$ cat config.mk
export PLATFORM = sky130hd
export DESIGN_NAME = reg_file_mp
export DESIGN_NICKNAME = d
export VERILOG_FILES = /design/src/rtl/reg_file_pkg.sv /design/src/rtl/reg_file_rd_port.sv /design/src/rtl/reg_file_mp.sv
export SDC_FILE = /design/constraint.sdc
export NUM_CORES = 1
export LEC_CHECK = 0
export CAP_MARGIN = 30
export CORE_MARGIN = 4
export CORE_UTILIZATION = 40
export CTS_BUF_LIST = sky130_fd_sc_hd__clkbuf_8 sky130_fd_sc_hd__clkbuf_16
export CTS_CLUSTER_SIZE = 16
export DETAILED_ROUTE_END_ITERATION = 10
export GPL_TIMING_DRIVEN = 0
export MAX_ROUTING_LAYER = met4
export PLACE_DENSITY = 0.65
export SYNTH_ARGS = -nofsm -noshare
export SYNTH_HDL_FRONTEND = slang
export SYNTH_SLANG_ARGS = --single-unit
$ cat constraint.sdc
create_clock -name clk -period 4.1 [get_ports clk]
set_input_delay 0.41 -clock clk [delete_from_list [all_inputs] [get_ports clk]]
set_output_delay 0.41 -clock clk [all_outputs]
set_load 0.05 [all_outputs]
$ cat src/rtl/reg_file_pkg.sv
// Shared types and helpers for the multi-read-port register file.
package reg_file_pkg;

   // Widest data path the merge helper supports; callers cast in and out.
   localparam int MERGE_W = 64;

   typedef enum logic {
      ST_IDLE = 1'b0,
      ST_CLR  = 1'b1
   } clr_state_e;

   function automatic logic [MERGE_W-1:0] mask_merge(
      input logic [MERGE_W-1:0] old_val,
      input logic [MERGE_W-1:0] new_val,
      input logic [MERGE_W-1:0] mask
   );
      return (old_val & ~mask) | (new_val & mask);
   endfunction

endpackage

$ cat src/rtl/reg_file_rd_port.sv
// One read port: register-0 zeroing, write bypass and optional output register.
module reg_file_rd_port #(
   parameter int DW      = 8,
   parameter int PW      = 4,
   parameter int RD_LAT  = 0,
   parameter int BYPASS  = 1,
   parameter int R0_ZERO = 0
) (
   input  logic          clk,
   input  logic          reset,
   input  logic [PW-1:0] rd_addr,
   input  logic [DW-1:0] entry_val,
   input  logic          wr_en,
   input  logic [PW-1:0] wr_addr,
   input  logic [DW-1:0] wr_merge,
   output logic [DW-1:0] rd_data
);

   logic [DW-1:0] rd_val;
   logic [DW-1:0] rd_q, rd_d;

   always_comb begin
      rd_val = entry_val;
      if ((R0_ZERO != 0) && (rd_addr == '0)) begin
         rd_val = '0;
      end else if ((BYPASS != 0) && wr_en && (wr_addr == rd_addr)) begin
         rd_val = wr_merge;
      end
      rd_d = rd_val;
   end

   always_ff @(posedge clk) begin
      if (reset) begin
         rd_q <= '0;
      end else begin
         rd_q <= rd_d;
      end
   end

   assign rd_data = (RD_LAT != 0) ? rd_q : rd_val;

endmodule

$ cat src/rtl/reg_file_mp.sv
// Parametrised multi-read-port register file with masked writes and a
// background clear sweep.
//
//   state   | meaning
//   --------+-----------------------------------------------------------
//   ST_IDLE | no sweep; clr_req starts one with ptr = 0
//   ST_CLR  | zeroing entry[ptr] each cycle, ptr counts up to all-ones
module reg_file_mp
   import reg_file_pkg::*;
#(
   parameter int DW      = 8,
   parameter int PW      = 4,
   parameter int NR      = 2,
   parameter int RD_LAT  = 0,
   parameter int BYPASS  = 1,
   parameter int R0_ZERO = 0
) (
   input  logic             clk,
   input  logic             reset,
   input  logic [NR*PW-1:0] rd_addr,
   output logic [NR*DW-1:0] rd_data,
   input  logic             wr_en,
   input  logic [PW-1:0]    wr_addr,
   input  logic [DW-1:0]    wr_data,
   input  logic [DW-1:0]    wr_mask,
   input  logic             clr_req,
   output logic             clr_busy,
   output logic             clr_done
);

   localparam int DEPTH = 2 ** PW;

   logic [DW-1:0] mem_q [DEPTH];
   logic [DW-1:0] mem_d [DEPTH];
   clr_state_e    state_q, state_d;
   logic [PW-1:0] ptr_q, ptr_d;
   logic          done_q, done_d;
   logic [DW-1:0] wr_merge;
   logic          wr_keep;

   assign wr_merge = DW'(mask_merge(MERGE_W'(mem_q[wr_addr]),
                                    MERGE_W'(wr_data),
                                    MERGE_W'(wr_mask)));
   assign wr_keep  = wr_en && !((R0_ZERO != 0) && (wr_addr == '0));

   always_comb begin
      state_d = state_q;
      ptr_d   = ptr_q;
      done_d  = 1'b0;
      case (state_q)
         ST_IDLE: begin
            if (clr_req) begin
               state_d = ST_CLR;
               ptr_d   = '0;
            end
         end
         ST_CLR: begin
            ptr_d = ptr_q + PW'(1);
            if (ptr_q == {PW{1'b1}}) begin
               state_d = ST_IDLE;
               done_d  = 1'b1;
            end
         end
         default: state_d = ST_IDLE;
      endcase
   end

   // The external write is applied after the sweep so it wins on a ptr match.
   always_comb begin
      mem_d = mem_q;
      if (state_q == ST_CLR) begin
         mem_d[ptr_q] = '0;
      end
      if (wr_keep) begin
         mem_d[wr_addr] = wr_merge;
      end
   end

   always_ff @(posedge clk) begin
      if (reset) begin
         mem_q   <= '{default: '0};
         state_q <= ST_IDLE;
         ptr_q   <= '0;
         done_q  <= 1'b0;
      end else begin
         mem_q   <= mem_d;
         state_q <= state_d;
         ptr_q   <= ptr_d;
         done_q  <= done_d;
      end
   end

   assign clr_busy = (state_q == ST_CLR);
   assign clr_done = done_q;

   for (genvar g = 0; g < NR; g++) begin : g_rd
      reg_file_rd_port #(
         .DW     (DW),
         .PW     (PW),
         .RD_LAT (RD_LAT),
         .BYPASS (BYPASS),
         .R0_ZERO(R0_ZERO)
      ) u_rd (
         .clk      (clk),
         .reset    (reset),
         .rd_addr  (rd_addr[g*PW +: PW]),
         .entry_val(mem_q[rd_addr[g*PW +: PW]]),
         .wr_en    (wr_en),
         .wr_addr  (wr_addr),
         .wr_merge (wr_merge),
         .rd_data  (rd_data[g*DW +: DW])
      );
   end

endmodule

After elaboration in Yosys (flattened, before gate mapping)
Cells that the tools add are included.
- magnitude comparators: 6
- reduce and logical (&&, ||, !) cells: 5
- mux-type cells: 24
- $add $sub $neg: 1
- bitwise logic cells: 11
- eq/ne operators: 4
- operators with widths (operator ; count):
    $mux W128 ; 2
    $and A128 B128 Y128 ; 1
    $bwmux W128 ; 1
    $not A128 Y128 ; 1
    $bmux W8 S4 ; 3
    $mux W8 ; 10
    $demux W8 S4 ; 2
    $ge A5 B5 Y1 const B ; 4
    $not A4 Y5 ; 4
    $and A8 B8 Y8 ; 2
    $lt A5 B1 Y1 const B ; 2
    $eq A4 B4 Y1 ; 2
    $not A8 Y8 ; 1
    $or A8 B8 Y8 ; 1
    $pmux W4 S2 ; 1
    $add A4 B1 Y4 const B ; 1
    $eq A4 B4 Y1 const B ; 1
    $logic_and A1 B1 Y1 ; 4
    $mux W4 ; 1
    $mux W1 ; 3
    $ne A2 B2 Y1 const B ; 1
    $pmux W1 S2 ; 1
    $reduce_or A2 Y1 ; 1
    $not A1 Y1 ; 1
- flip-flop bits (word level): 134
- word-level logic and storage cells: 70
- output and inout bits: 18

Logic depth before layout (Yosys ltp)
- word-level depth: 10
- gate-level depth with buffers: 9
- depth with buffers taken out: 5

Cells and area by module
A second synthesis with hierarchy kept.
- cell total of the unflattened synthesis: 681
- area total of the unflattened synthesis: 8251.7 um^2
- by module, submodules not included (module ; cells an instance ; times used ; area an instance (um^2)):
    reg_file_mp ; 653 ; 1 ; 7951.4
    reg_file_rd_port ; 14 ; 2 ; 150.1

Least setup slack after synthesis
No wires, ideal clock.
- kind: input port to output port
- from: input port wr_addr[2]
- to: output port rd_data[0]
- slack: 1.559 ns
- arrival: 2.131 ns
- data required time: 3.690 ns
- stages: 8
- cells stage by stage: buf_4 > or3b_2 > buf_2 > o22ai_1 > or3_1 > o21bai_4 > buf_6 > a31o_1
- cells in the longest elaborated chain, start to end: 7
- elaborated cells between the ends (all ways): 9
- classes of those cells: eq/ne (1); mux (4); bitwise (3); reduce/logical (1)
- RTL lines (item ; line ; text):
    from (decl) ; reg_file_mp.sv:23 ; input logic [PW-1:0] wr_addr,
    $not A4 Y5 (implied by the code) ; reg_file_mp.sv:41 ; assign wr_merge = DW'(mask_merge(MERGE_W'(mem_q[wr_addr]),
    $bmux W8 S4 ; reg_file_mp.sv:41 ;
    $mux W8 (implied by the code) (2 in series) ; reg_file_mp.sv:41 ;
    $and A8 B8 Y8 ; reg_file_pkg.sv:17 ; return (old_val & ~mask) | (new_val & mask);
    $or A8 B8 Y8 ; reg_file_pkg.sv:17 ;
    $mux W8 * ; reg_file_rd_port.sv:26 ; end else if ((BYPASS != 0) && wr_en && (wr_addr == rd_addr)) begin
    to (decl) ; reg_file_mp.sv:21 ; output logic [NR*DW-1:0] rd_data,
Mark *: on every way between the ends. The rest lies on a longest branch, timed or not. The select of a mux whose other input is x is not followed.

Worst setup path in the final report
- from: input port wr_addr[3]
- to: output port rd_data[3]
The elaborated chain is that of the path after synthesis.

==> metrics.log <==
INFO  metric critPathArrivalTime = 3.62 ns
INFO  metric finClkSkew = 0.00653 ns
INFO  metric worstReg2RegStart = ptr_q[0]$_SDFFE_PP0P_
INFO  metric status = completed
INFO  metric hold_path.class = reg -> reg
INFO  metric finalWirelength = 33,000 µm
INFO  metric postSynthRegisterBits = 134
INFO  metric drt_pre_antenna_iters = 5
INFO  metric floorplan.io_pins = 50
INFO  metric die_w = 152 µm
INFO  metric synthDominantCellAreaShare = 32.2%
INFO  metric ys_warn_count = 0
INFO  metric power.combinational.fraction = 16.6%
INFO  metric htreeDepth = 4
INFO  metric core-area = between 20,000 and 25,000 µm²
INFO  metric synth_area_per_cell = roughly 12 µm²
INFO  metric layout_area_growth_over_synthesis = 17.4%
INFO  metric drt_iter0_markers = 1,264
INFO  metric via_count_of_the_first_global_routing_pass = roughly 7,500
INFO  metric post_cts_resized = 0
INFO  metric fmax = around 250 MHz
INFO  metric setup_viol_count_final = 0
INFO  metric cts_tree = yes
INFO  metric worst_hold_launch = mem_q[115]$_SDFF_PP0_
INFO  metric fin_hold_ws = approximately 0.52 ns
INFO  metric irDropWorstVdd = 0.312 mV
INFO  metric power.share.switching = about 29%
INFO  metric clockPowerShare = a little over two fifths
INFO  metric relSlewSlack = 23.8%
INFO  metric clock_path_buffers = 2
INFO  metric grt_start_max_net_pins = 17
INFO  metric synth_async_sr_flop_share = 0%
INFO  metric grt_overflow = 0
INFO  metric cts_root_buf = sky130_fd_sc_hd__clkbuf_16
INFO  metric cp-end-kind = output pin
INFO  metric clk_pin_slew = roughly 0.060 ns
INFO  metric drv.max_cap_violation_count = 0
INFO  metric design.die.area = 23,200 µm²
INFO  metric synth.distinct_cells = 49
INFO  metric ant_nets = 0
INFO  metric setup_tns = 0 ns
INFO  metric dp.final_hpwl = 23,000 µm
INFO  metric avgRoutedWirePerCell = approximately 31 µm
INFO  metric place.gp.congestion = 0.987
INFO  metric track_usage = approximately 28%
INFO  metric post-cts-setup-buffers = 0
INFO  metric worst-setup-path-type = in -> out
INFO  metric post_synth_instance_area = 8320 µm²
INFO  metric synth_enable_flop_cells = 0
INFO  metric report.final.hold_viol_count = 0
INFO  metric yosys_top_cell_by_area = sky130_fd_sc_hd__dfxtp_1
INFO  metric grt_antenna_before_repair = 0
INFO  metric fillers = about 1,900
INFO  metric data_required_time_of_the_critical_path = 3.69 ns
INFO  metric worst_margin_pin_slew = 1.14 ns
INFO  metric remaining_design_rule_violation_count = 0
INFO  metric cts_made_buffers = 17
INFO  metric net-switching-power = 926 µW
INFO  metric cellPowerDensity = between 300 and 400 nW/µm²
INFO  metric final.period_utilization = 98.4%
INFO  metric initial_utilization = 40.9%
INFO  metric synthCells = about 700
INFO  metric antenna-diode-count = 0
INFO  metric yosysSeqAreaShare = 32.2%
INFO  metric max_stage_delay = 0.80 ns
INFO  metric seq_power_share = 41.5%
INFO  metric num_vias = approximately 7,800
INFO  metric detail_route.vias_per_cell = 7.41
INFO  metric worst_skew_pair.late_latency = 0.43 ns
INFO  metric core.rowCount = 52
INFO  metric finalNetCount = 808
INFO  metric ff2ff_setup_slack = 1.78 ns
INFO  metric static-leakage-power = 3.56 nW
INFO  metric crit_chain = clkdlybuf4s50_1 -> buf_4 -> nand3_1 -> o22ai_1 -> or3_1 -> o21bai_4 -> buf_6 -> a31o_1 -> clkdlybuf4s50_1
INFO  metric report.final.slew_viol_count = 0
INFO  metric cp-startpoint = wr_addr[3]
INFO  metric path_common_cell = sky130_fd_sc_hd__clkdlybuf4s50_1
INFO  metric synth_flop_cell = sky130_fd_sc_hd__dfxtp_1
INFO  metric post_cts_hold_buffer_count = 0
INFO  metric start_kind = primary input
INFO  metric unrepaired_setup_endpoints_after_global_routing = no
INFO  metric dieHeight = 152 µm
INFO  metric clock_sink_count = roughly 130
INFO  metric timing.critical_path.fanout_max = 10
INFO  metric internal_power = around 2.3 mW
INFO  metric syn_nets = 734
INFO  metric synth_area_leaders = sky130_fd_sc_hd__dfxtp_1 (32%), sky130_fd_sc_hd__mux4_2 (19%), sky130_fd_sc_hd__a32o_1 (14%)
INFO  metric fraction_of_final_layout_cells_with_drive_strength_greater_than_1 = 23.8%
INFO  metric first_pass_grt_wire_length = roughly 48,000 µm
INFO  metric min_period = 4.03 ns
INFO  metric placement.io_buffers = 43
INFO  metric critPathSlowestCell = sky130_fd_sc_hd__clkdlybuf4s50_1
-- layout make-up --
type,instances,area [µm²],share of cell area (%)
clock buffer,20,467,4.78
timing repair buffer,55,551,5.63
buffer,68,419,4.29
sequential,134,2680,27.5
clock inverter,10,43.8,0.448
inverter,4,15.0,0.154
tap,270,338,3.46
multi-input combinational,491,5260,53.8
-- registers in the layout, indices dropped and copies added (netlist names) --
| name | count |
|---|---|
| mem_q | 128 |
| ptr_q | 4 |
| clr_busy | 1 |
| clr_done | 1 |
-- path summary, 6_finish.rpt --
kind                           endpoint  cells past startpoint
setup reg to reg    mem_q[6]$_SDFF_PP0_                      7
hold / removal    mem_q[115]$_SDFF_PP0_                      1
setup / recovery             rd_data[3]                      9
hold reg to reg   mem_q[115]$_SDFF_PP0_                      1
-- worst max-delay path: cells and delay by family --
| family | cells | cell delay, ns |
|---|---|---|
| AOI/OAI and AO/OA | 3 | 0.64 |
| buffers and inverters | 4 | 1.83 |
| and+or+nand+nor | 2 | 0.72 |
-- power groups by stage --
stage               sequential, mW  combinational, mW  clock (mW)
global placement              1.37              0.507           0
detailed placement            1.37              0.516           0
global route                  1.34              0.550        1.41
CTS                           1.34              0.519        1.35
finish                        1.34              0.535        1.35
floorplan                     1.36              0.323           0
-- stage by stage --
| step | worst slack (ns) | cells | util (%) | instance area, µm² | power [mW] |
|---|---|---|---|---|---|
| after floorplan | 1.56 | 697 | - | 8320 | 1.69 |
| after global placement | 0.0439 | 1010 | 44.6 | 9090 | 1.87 |
| after detailed placement | 0.0563 | 1019 | 45.3 | 9220 | 1.88 |
| after CTS | 0.0167 | 1049 | 47.8 | 9730 | 3.20 |
| after global routing | 0.00450 | 1052 | 48.0 | 9770 | 3.30 |
| final | 0.0659 | 1052 | 48.0 | 9770 | 3.23 |
-- Yosys cell counts, types with 3 or more instances --
library cell,number
sky130_fd_sc_hd__o22ai_1,16
sky130_fd_sc_hd__a32o_1,120
sky130_fd_sc_hd__clkbuf_1,34
sky130_fd_sc_hd__nor3_2,4
sky130_fd_sc_hd__a21oi_1,20
sky130_fd_sc_hd__buf_2,14
sky130_fd_sc_hd__buf_6,11
sky130_fd_sc_hd__mux4_1,3
sky130_fd_sc_hd__xor2_1,6
sky130_fd_sc_hd__dfxtp_1,134
sky130_fd_sc_hd__and2_1,4
sky130_fd_sc_hd__inv_1,4
sky130_fd_sc_hd__nor2_1,26
sky130_fd_sc_hd__ha_1,5
sky130_fd_sc_hd__buf_12,3
sky130_fd_sc_hd__nand2b_1,10
sky130_fd_sc_hd__and3_1,8
sky130_fd_sc_hd__a211oi_1,9
sky130_fd_sc_hd__a31o_1,14
sky130_fd_sc_hd__mux2i_1,40
sky130_fd_sc_hd__buf_4,4
sky130_fd_sc_hd__nor2b_1,24
sky130_fd_sc_hd__a311oi_2,7
sky130_fd_sc_hd__nand3b_2,3
sky130_fd_sc_hd__o21bai_4,7
sky130_fd_sc_hd__a21o_1,8
sky130_fd_sc_hd__mux4_2,69
sky130_fd_sc_hd__a311oi_1,8
sky130_fd_sc_hd__or3_1,7
sky130_fd_sc_hd__nand3_1,4
sky130_fd_sc_hd__a211o_1,7
sky130_fd_sc_hd__a31o_2,10
sky130_fd_sc_hd__a22oi_1,32
-- layout by cell type, fill, tap and decap left out, types with 13 or more instances in the layout --
cell,count
sky130_fd_sc_hd__a21oi_1,20
sky130_fd_sc_hd__a22oi_1,32
sky130_fd_sc_hd__a311oi_2,15
sky130_fd_sc_hd__a31o_1,14
sky130_fd_sc_hd__a32o_1,120
sky130_fd_sc_hd__buf_2,14
sky130_fd_sc_hd__buf_4,14
sky130_fd_sc_hd__buf_6,13
sky130_fd_sc_hd__clkbuf_1,34
sky130_fd_sc_hd__clkbuf_16,17
sky130_fd_sc_hd__clkdlybuf4s50_1,34
sky130_fd_sc_hd__dfxtp_1,134
sky130_fd_sc_hd__mux2i_1,40
sky130_fd_sc_hd__mux4_2,69
sky130_fd_sc_hd__nor2_1,26
sky130_fd_sc_hd__nor2b_1,24
sky130_fd_sc_hd__o22ai_1,16
-- cell families (layout without fill, tap and decap cells) --
group	Yosys count	after routing	synth area share (%)
xor+xnor	8	8	0.842
fa+ha+maj	5	5	0.752
simple gates	103	103	7.61
compound gates	262	262	28.8
flops	134	134	32.2
buf+inv	72	157	5.22
mux	113	113	24.6
-- routing by layer --
layer / global-route usage, % / routed length [µm] / vias up
met5: - / 0 / -
met1: 36.6 / 12300 / 3840
li1: - / - / 3130
met3: 6.82 / 4010 / 141
met2: 41.7 / 14700 / 681
met4: 14.9 / 2040 / 0
Power figures use the tool's default switching activity.
